### src/rtl/mul_acc_pkg.sv
// Shared widths, result record and saturating adder for the product accumulator.
package mul_acc_pkg;

  localparam int unsigned PROD_W_DEF = 16;
  localparam int unsigned ACC_W_DEF  = 24;
  localparam int unsigned CNT_W_DEF  = 8;

  typedef struct packed {
    logic [ACC_W_DEF-1:0] sum;
    logic                 sat;
    logic [CNT_W_DEF-1:0] count;
  } result_t;

  // Returns {overflow, value}; value clamps to 2^w-1 when the true sum exceeds it.
  function automatic logic [64:0] sat_add(input logic [63:0] acc,
                                          input logic [63:0] addend,
                                          input int unsigned w);
    logic [64:0] total;
    logic [64:0] limit;
    total = {1'b0, acc} + {1'b0, addend};
    limit = (65'd1 << w) - 65'd1;
    if (total > limit) sat_add = {1'b1, limit[63:0]};
    else               sat_add = {1'b0, total[63:0]};
  endfunction

endpackage

### src/rtl/mul_product_accumulator_fifo.sv
// Small synchronous result FIFO; occupancy feeds the upstream credit check.
module result_fifo
  import mul_acc_pkg::*;
#(
  parameter int unsigned DEPTH = 2,
  parameter type T = result_t,
  localparam int unsigned PTR_W = (DEPTH > 1) ? $clog2(DEPTH) : 1,
  localparam int unsigned OCC_W = $clog2(DEPTH + 1)
) (
  input  logic             clk,
  input  logic             rstn,
  input  logic             push,
  input  T                 din,
  input  logic             pop,
  output T                 dout,
  output logic             empty,
  output logic [OCC_W-1:0] occupancy
);

  T                 mem [DEPTH];
  logic [PTR_W-1:0] wr_ptr;
  logic [PTR_W-1:0] rd_ptr;
  logic [OCC_W-1:0] count;
  logic             full;
  logic             do_push;
  logic             do_pop;

  assign empty     = (count == '0);
  assign full      = (count == OCC_W'(DEPTH));
  assign occupancy = count;
  assign do_push   = push & ~full;
  assign do_pop    = pop & ~empty;
  assign dout      = mem[rd_ptr];

  function automatic logic [PTR_W-1:0] next_ptr(input logic [PTR_W-1:0] p);
    return (p == PTR_W'(DEPTH - 1)) ? '0 : p + PTR_W'(1);
  endfunction

  always_ff @(posedge clk or negedge rstn) begin
    if (!rstn) begin
      for (int unsigned i = 0; i < DEPTH; i++) mem[i] <= '0;
      wr_ptr <= '0;
      rd_ptr <= '0;
      count  <= '0;
    end else begin
      if (do_push) begin
        mem[wr_ptr] <= din;
        wr_ptr      <= next_ptr(wr_ptr);
      end
      if (do_pop) rd_ptr <= next_ptr(rd_ptr);
      case ({do_push, do_pop})
        2'b10:   count <= count + OCC_W'(1);
        2'b01:   count <= count - OCC_W'(1);
        default: count <= count;
      endcase
    end
  end

  a_no_overflow: assert property (@(posedge clk) disable iff (!rstn) push |-> !full);

endmodule

### src/rtl/mul_product_accumulator.sv
// Tracks operand validity alongside a fixed-latency multiplier and sums each
// product group into a saturating accumulator, handing results off via a FIFO.
module mul_product_accumulator
  import mul_acc_pkg::*;
#(
  parameter int unsigned PROD_W  = PROD_W_DEF,
  parameter int unsigned ACC_W   = ACC_W_DEF,
  parameter int unsigned MUL_LAT = 4,
  parameter int unsigned DEPTH   = 2,
  parameter int unsigned CNT_W   = CNT_W_DEF
) (
  input  logic              clk,
  input  logic              rstn,
  input  logic              op_valid,
  input  logic              op_last,
  output logic              op_ready,
  input  logic [PROD_W-1:0] prod,
  output logic              sum_valid,
  input  logic              sum_ready,
  output logic [ACC_W-1:0]  sum_data,
  output logic              sum_sat,
  output logic [CNT_W-1:0]  sum_count
);

  localparam int unsigned OCC_W = $clog2(DEPTH + 1);
  localparam int unsigned IF_W  = $clog2(MUL_LAT + 1);

  typedef struct packed {
    logic [ACC_W-1:0] sum;
    logic             sat;
    logic [CNT_W-1:0] count;
  } rec_t;

  logic [MUL_LAT-1:0] vld_sr;
  logic [MUL_LAT-1:0] last_sr;
  logic               issue;
  logic               p_valid;
  logic               p_last;
  logic [IF_W-1:0]    inflight;
  logic [OCC_W-1:0]   occupancy;
  logic               empty;

  logic [ACC_W-1:0]   acc;
  logic               sat_flag;
  logic [CNT_W-1:0]   cnt;
  logic [64:0]        add_res;
  logic               unused_hi;
  logic [ACC_W-1:0]   acc_next;
  logic               sat_next;
  logic [CNT_W-1:0]   cnt_next;

  rec_t               push_rec;
  rec_t               head;
  logic               push;

  assign issue   = op_valid & op_ready;
  assign p_valid = vld_sr[MUL_LAT-1];
  assign p_last  = last_sr[MUL_LAT-1];

  always_ff @(posedge clk or negedge rstn) begin
    if (!rstn) begin
      vld_sr  <= '0;
      last_sr <= '0;
    end else begin
      vld_sr[0]  <= issue;
      last_sr[0] <= issue & op_last;
      for (int unsigned i = 1; i < MUL_LAT; i++) begin
        vld_sr[i]  <= vld_sr[i-1];
        last_sr[i] <= last_sr[i-1];
      end
    end
  end

  // Every group close still in the pipe already holds a FIFO slot, so the
  // FIFO cannot overflow even though the multiplier never stalls.
  always_comb begin
    inflight = '0;
    for (int unsigned i = 0; i < MUL_LAT; i++) inflight = inflight + IF_W'(last_sr[i]);
  end

  assign op_ready = (32'(occupancy) + 32'(inflight)) < DEPTH;

  assign add_res   = sat_add(64'(acc), 64'(prod), ACC_W);
  assign acc_next  = add_res[ACC_W-1:0];
  assign unused_hi = ^add_res[63:ACC_W];
  assign sat_next  = sat_flag | add_res[64];
  assign cnt_next  = cnt + CNT_W'(1);

  always_ff @(posedge clk or negedge rstn) begin
    if (!rstn) begin
      acc      <= '0;
      sat_flag <= 1'b0;
      cnt      <= '0;
    end else if (p_valid) begin
      if (p_last) begin
        acc      <= '0;
        sat_flag <= 1'b0;
        cnt      <= '0;
      end else begin
        acc      <= acc_next;
        sat_flag <= sat_next;
        cnt      <= cnt_next;
      end
    end
  end

  // The closing product is folded into the pushed record, not into acc.
  assign push = p_valid & p_last;

  always_comb begin
    push_rec       = '0;
    push_rec.sum   = acc_next;
    push_rec.sat   = sat_next;
    push_rec.count = cnt_next;
  end

  result_fifo #(
    .DEPTH (DEPTH),
    .T     (rec_t)
  ) u_fifo (
    .clk       (clk),
    .rstn      (rstn),
    .push      (push),
    .din       (push_rec),
    .pop       (sum_ready),
    .dout      (head),
    .empty     (empty),
    .occupancy (occupancy)
  );

  assign sum_valid = ~empty;
  assign sum_data  = head.sum;
  assign sum_sat   = head.sat;
  assign sum_count = head.count;

endmodule

### config.mk
export PLATFORM = sky130hd
export DESIGN_NAME = mul_product_accumulator
export DESIGN_NICKNAME = d
export VERILOG_FILES = /design/src/rtl/mul_acc_pkg.sv /design/src/rtl/mul_product_accumulator_fifo.sv /design/src/rtl/mul_product_accumulator.sv
export SDC_FILE = /design/constraint.sdc
export NUM_CORES = 1
export LEC_CHECK = 0
export CAP_MARGIN = 25
export CORE_AREA = 5 5 128 100
export CTS_CLUSTER_DIAMETER = 150
export CTS_CLUSTER_SIZE = 24
export DETAILED_ROUTE_END_ITERATION = 8
export DIE_AREA = 0 0 133 105
export PLACE_DENSITY = 0.78
export SYNTH_ARGS = -nofsm -noshare
export SYNTH_HDL_FRONTEND = slang
export SYNTH_HIERARCHICAL = 1
export SYNTH_SLANG_ARGS = --single-unit
export TNS_END_PERCENT = 20
### constraint.sdc
create_clock -name clk -period 3 [get_ports clk]
set_input_delay 0.75 -clock clk [delete_from_list [all_inputs] [get_ports clk]]
set_output_delay 0.75 -clock clk [all_outputs]
set_load 0.05 [all_outputs]
* Yosys cells after proc, flatten, opt, wreduce, memory -nomap -nowiden
Cells that the tools add are included.
** Storage, ports and cells
- Logic and storage cells :: 58
- Output and inout bits :: 35
- Register bits :: 111
** Cells by class
- Magnitude comparators :: 5
- Equality and inequality tests :: 3
- Muxes and demuxes :: 13
- Bitwise logic cells :: 10
- Add/subtract/negate cells :: 10
- Reduce and logical (&&, ||, !) cells :: 3
** Operators with widths (count)
- $mux W33 :: 4
- $bwmux W66 :: 1
- $mux W65 :: 1
- $demux W33 S1 :: 1
- $add A24 B16 Y25 :: 1
- $gt A25 B24 Y1 const B :: 1
- $mux W24 :: 1
- $add A8 B1 Y8 const B :: 1
- $mux W8 :: 1
- $and A1 B1 Y1 :: 5
- $add A2 B3 Y4 :: 1
- $eq A2 B2 Y1 const B :: 2
- $ge A2 B2 Y1 const B :: 2
- $lt A4 B2 Y1 const B :: 1
- $not A1 Y2 :: 2
- $pmux W2 S2 :: 1
- $add A2 B1 Y3 :: 1
- $add A3 B1 Y3 :: 1
- $mux W1 :: 3
- $add A1 B1 Y1 const B :: 2
- $add A1 B1 Y2 :: 1
- $add A2 B1 Y2 const B :: 1
- $eq A2 B1 Y1 const B :: 1
- $logic_not A2 Y1 :: 1
- 6 further kinds :: 7

* Logic depth before layout (Yosys ltp)
- Depth in word-level cells :: 7
- Mapped depth :: 11
- Mapped depth without buffers :: 10

* Modules after synthesis
The synthesis kept the hierarchy.
** Modules (own cells, without submodules)
- result_fifo :: area an instance 3360.7 um2, cells an instance 194, times used 1
- mul_product_accumulator :: area an instance 2992.9 um2, cells an instance 331, times used 1

* Worst setup path after synthesis
Ideal clock, no wire load.
- Kind :: in2reg
- From :: in prod[0]
- To :: reg u_fifo/mem[27] (netlist name)
- Data arrival time :: 2.900 ns
- Stages on the path :: 10
- Required time :: 2.875 ns
- Buffers on the path :: 0
- Slack :: -0.025 ns
- Setup time :: 0.125 ns
- Path through :: ha_1 -> inv_1 -> fa_1 -> nor2b_1 -> o21a_1 -> a21oi_2 -> a211oi_1 -> and2_1 -> mux2_2 -> mux2_2
** Between the ends
- Word-level cells in the longest chain between the ends :: 4
** Ends and longest elaborated chain
- from (decl) :: RTL line mul_product_accumulator.sv:17 : input logic [PROD_W-1:0] prod,
- $add A24 B16 Y25 * :: RTL line mul_acc_pkg.sv:20 : total = {1'b0, acc} + {1'b0, addend};
- $gt A25 B24 Y1 :: RTL line mul_acc_pkg.sv:22 : if (total > limit) sat_add = {1'b1, limit[63:0]};
- $mux W65 * :: RTL line mul_acc_pkg.sv:22
- net add_res[18] :: RTL line mul_product_accumulator.sv:46 : logic [64:0] add_res;
- $bwmux W66 * :: RTL line mul_product_accumulator_fifo.sv:47 : mem[wr_ptr] <= din;
- to (signal, indexed assignment) :: RTL line mul_product_accumulator_fifo.sv:47
- to (decl) :: RTL line mul_product_accumulator_fifo.sv:20 : T mem [DEPTH];
Mark *: on every way through the listed nets, which the timed path passes. The rest lies on a longest branch.
A chain may end at the register's enable or synchronous reset.

* Worst setup path in the final report
- From :: reg last_sr[0]
- To :: out op_ready
** Between the ends
- Word-level cells in the longest chain between the ends :: 5
** Ends and longest elaborated chain
- from (decl) :: RTL line mul_product_accumulator.sv:35 : logic [MUL_LAT-1:0] last_sr;
- from (signal assigned) :: RTL line mul_product_accumulator.sv:66 : last_sr[0] <= issue & op_last;
- from (signal, indexed assignment) :: RTL line mul_product_accumulator.sv:69 : last_sr[i] <= last_sr[i-1];
- $add A1 B1 Y2 :: RTL line mul_product_accumulator.sv:78 : for (int unsigned i = 0; i < MUL_LAT; i++) inflight = inflight + IF_W'(last_sr[i]);
- $add A2 B1 Y3 :: RTL line mul_product_accumulator.sv:78
- $add A3 B1 Y3 :: RTL line mul_product_accumulator.sv:78
- $add A2 B3 Y4 :: RTL line mul_product_accumulator.sv:81 : assign op_ready = (32'(occupancy) + 32'(inflight)) < DEPTH;
- $lt A4 B2 Y1 :: RTL line mul_product_accumulator.sv:81
- to (decl) :: RTL line mul_product_accumulator.sv:16 : output logic op_ready,
No other way between the ends.

==> results.md <==
- First-pass GRT wire length: 25000 µm
- Horiz. Die Dim: 133 µm
- Initial Util: 55.9%
- Final core occ: 72.3%
- FFs w/ async S/R, synth: 100%
- Hold_buf cts: 0
- Distinct cells, synth: 57
- Sequential share of power: 25.0%
- Fin cells: 789
- Crit path max fanout: 2
- Via density: 5.86
- Synthesis-to-finish area growth: 29.3%
- IO Pins: 56
- Die area: 14000 µm²
- Slew Limit Headroom: between 50% and 60%
- Initial antenna violation count: 0
- Clock sink count: 111
- Static Leak: ~3.9 nW
- Syn nets: about 570
- Power per Cell Area: 1150 nW/µm²
- Die H: approximately 110 µm
- Comb pwr share: between 60% and 70%
- Most frequent cells in the layout: dfrtp_1 (111), buf_4 (79), mux2_4 (62)
- Unrepaired setup endpoints after global routing: true
- Area of the multi-input gates: 3340 µm²
- Clock power share: roughly 15%
- Drt wl/cell: approximately 19 µm
- Most common flop cell mapped by yosys: dfrtp_1
- Share of layout cells above drive strength 1: 40.9%
- Crit Path Category: reg2out
- Vias in the first global route: 4824
- Slowest cell on the critical path: fa_1
- CP peak stage delay: 0.48 ns
- CP Data Required Time: 2.25 ns
- Post-synth EDFFs: 0
- H-tree depth: 3
- Post-route setup slack: -0.209 ns
- Starting DRC count in detailed routing: 318
- P_sw: 3.74 mW
- Status: finished with violations
- Largest net degree at the start of global routing: 71
- Yosys warning count: 6
- Worst Setup End Kind: output port
- Routed wire length: 15100 µm
- Fmax: 312 MHz
- Worst slew pin tran: 0.710 ns
- #FFs+latches synth: roughly 110
- Crit path cell chain: fa_1 -> ha_1 -> a21oi_2 -> fa_1 -> and2_4 -> buf_12
- Number of diodes: 0
- Hold Crit Class: in2async
- Final layout net count: 683
- Startpoint types: flop
- WP data arrival: 2.46 ns
- Port buffer count: 55
- Via count: 4620
- P_int: 5.69 mW
- Antenna Violating Nets Remaining: 0
- Tot GR Track Use: between 20 and 25%
- Core box area: roughly 11000 µm²
- Seq/Total Area, Yosys: between 40% and 50%
- Mapped cell area: between 6000 and 7000 µm²
- Final Hold Fails: 0
- Clk Latency, worst-skew pair: about 0.35 ns
- Worst VDD drop: between 0.001 and 0.0015 V
- Final GP Congestion: 0.898
- Min Hold Slack: 0.197 ns
- Root buffer cell: clkbuf_16
- DP Cell Count: 771
- Commonest non-fill, non-tap cell in the layout: dfrtp_1
- Clock Skews: slightly above 0.007 ns
- Setup Viol. Count Final: 1
- Final Slew Violations: 0
- Gate Count Post-Synth: between 500 and 600
- Crit-path most repeated cell: fa_1
- Hpwl dp: 10600 µm
- Register area: around 2800 µm²
- Rows: 34
- Syn_area_per_cell: between 10 and 15 µm²
- WP buf/inv: 1
- Tmin final: 3.21 ns
- Failing checks: negative setup slack
- Gr ovfl total: 0
- Max Cap Viol: 0
- CP top delay family: adder cells
- TritonCTS clock tree: done
- DR pass1 iterations: 5
- Fill count: approximately 750
- Final Cycle Share: 107%
- Clk buf depth: 2
- Worst-path clk slew: around 0.070 ns
- Place WS: -0.523 ns
- Drt drc: 0
- Cts bufs inserted: 9
- Switching Share: 39.6%
[repair_timing]
item,CTS,global route
pin swaps,7,11
resized for setup,10,15
endpoints found under the setup margin,19,21
buffers inserted,1,1
[final timing paths]
| check | start | to | slack [ns] | depth (start not counted) |
|---|---|---|---|---|
| setup / recovery | last_sr[0] | op_ready | -0.21 | 6 |
| hold / removal | rstn | acc[8] | 0.20 | 1 |
| setup reg to reg | acc[0] | u_fifo/mem[62] | 0.32 | 11 |
| hold reg to reg | vld_sr[2] | vld_sr[3] | 0.36 | 0 |
| max in group asynchronous | rstn | acc[19] | 2.14 | 2 |
| min in group clk | vld_sr[2] | vld_sr[3] | 0.36 | 0 |
[per-stage QoR]
stage                     total power, mW  cell area [µm²]  setup TNS (ns)
after floorplan                      5.56             6360               0
after global placement               7.64             7750          -18.07
after detailed placement             7.85             7750          -22.35
after CTS                            9.38             8150          -0.237
after global routing                 9.95             8220          -0.315
final                                9.42             8220          -0.209
[registers in the layout, indices dropped and copies added, names as in the netlist]
register,count
u_fifo/mem,66
acc,24
cnt,8
last_sr,4
vld_sr,4
u_fifo/occupancy,2
sat_flag,1
u_fifo/rd_ptr,1
u_fifo/wr_ptr,1
[power by group through the flow]
stage          Combinational [mW]  Clock (mW)  Sequential, mW
6_report                     5.67        1.40            2.35
5_1_grt                      6.05        1.50            2.41
2_1_floorplan                3.33           0            2.24
3_3_place_gp                 5.32           0            2.32
3_5_place_dp                 5.49           0            2.36
4_1_cts                      5.60        1.43            2.34
[layout make-up]
class                   instances  area share [%]
repair buffers                134            18.3
flip-flops and latches        111            33.8
well taps                     144            2.19
clock inverters                 7            1.57
inverters                      17           0.777
multi-input cells             367            40.6
clock buffers                   9            2.74
[cell usage after synthesis (all sizes together) (3+ instances only)]
master    n  area (µm²)
nand3    11        67.6
ha       19         238
xor2      8        70.1
a211oi    4        30.0
a22o     16         140
xnor2    12         105
o211ai    3        22.5
and4      5        46.3
buf      18         220
nand4     3        18.8
clkbuf   12        45.0
and2      6        37.5
a21o      7        52.6
a31o      5        43.8
o21a      5        37.5
nor3      9        45.0
or3       3        18.8
nor2     12        45.0
mux2    103        1390
inv      16        60.1
a41o      3        30.0
and3      8        55.1
dfrtp   111        2780
o21ai    19        95.1
fa        3        60.1
a31oi    13        81.3
nor2b     4        25.0
nand2    30         113
a21oi    31         163
nand2b    4        32.5
[worst reg2reg max path: stages, from the launching register on]
cell and delay (ns):
dfrtp_1 0.38, ha_2 0.20, inv_2 0.04, fa_2 0.39, nor2b_2 0.14, o21a_1 0.18, a21oi_2 0.08, a211oi_2 0.34
buf_4 0.18, nand2_1 0.08, mux2_4 0.32, mux2_4 0.26
[cell families after synthesis]
group           share of synthesized area (%)
compound gates                           13.2
flops                                    43.7
mux                                      21.8
simple gates                             8.67
buf+inv                                  5.18
fa+ha+maj                                4.69
xor+xnor                                 2.76
[layer usage]
layer | GRT usage [%] | part of all wire, % | vias up
li1 | - | - | 2150
met1 | 30.8 | 47 | 2321
met2 | 35.7 | 47 | 125
met3 | 5.14 | 4.5 | 24
met4 | 4.82 | 1.3 | 0
met5 | 0 | 0 | -
No activity file was read; power rests on OpenSTA's default activity.
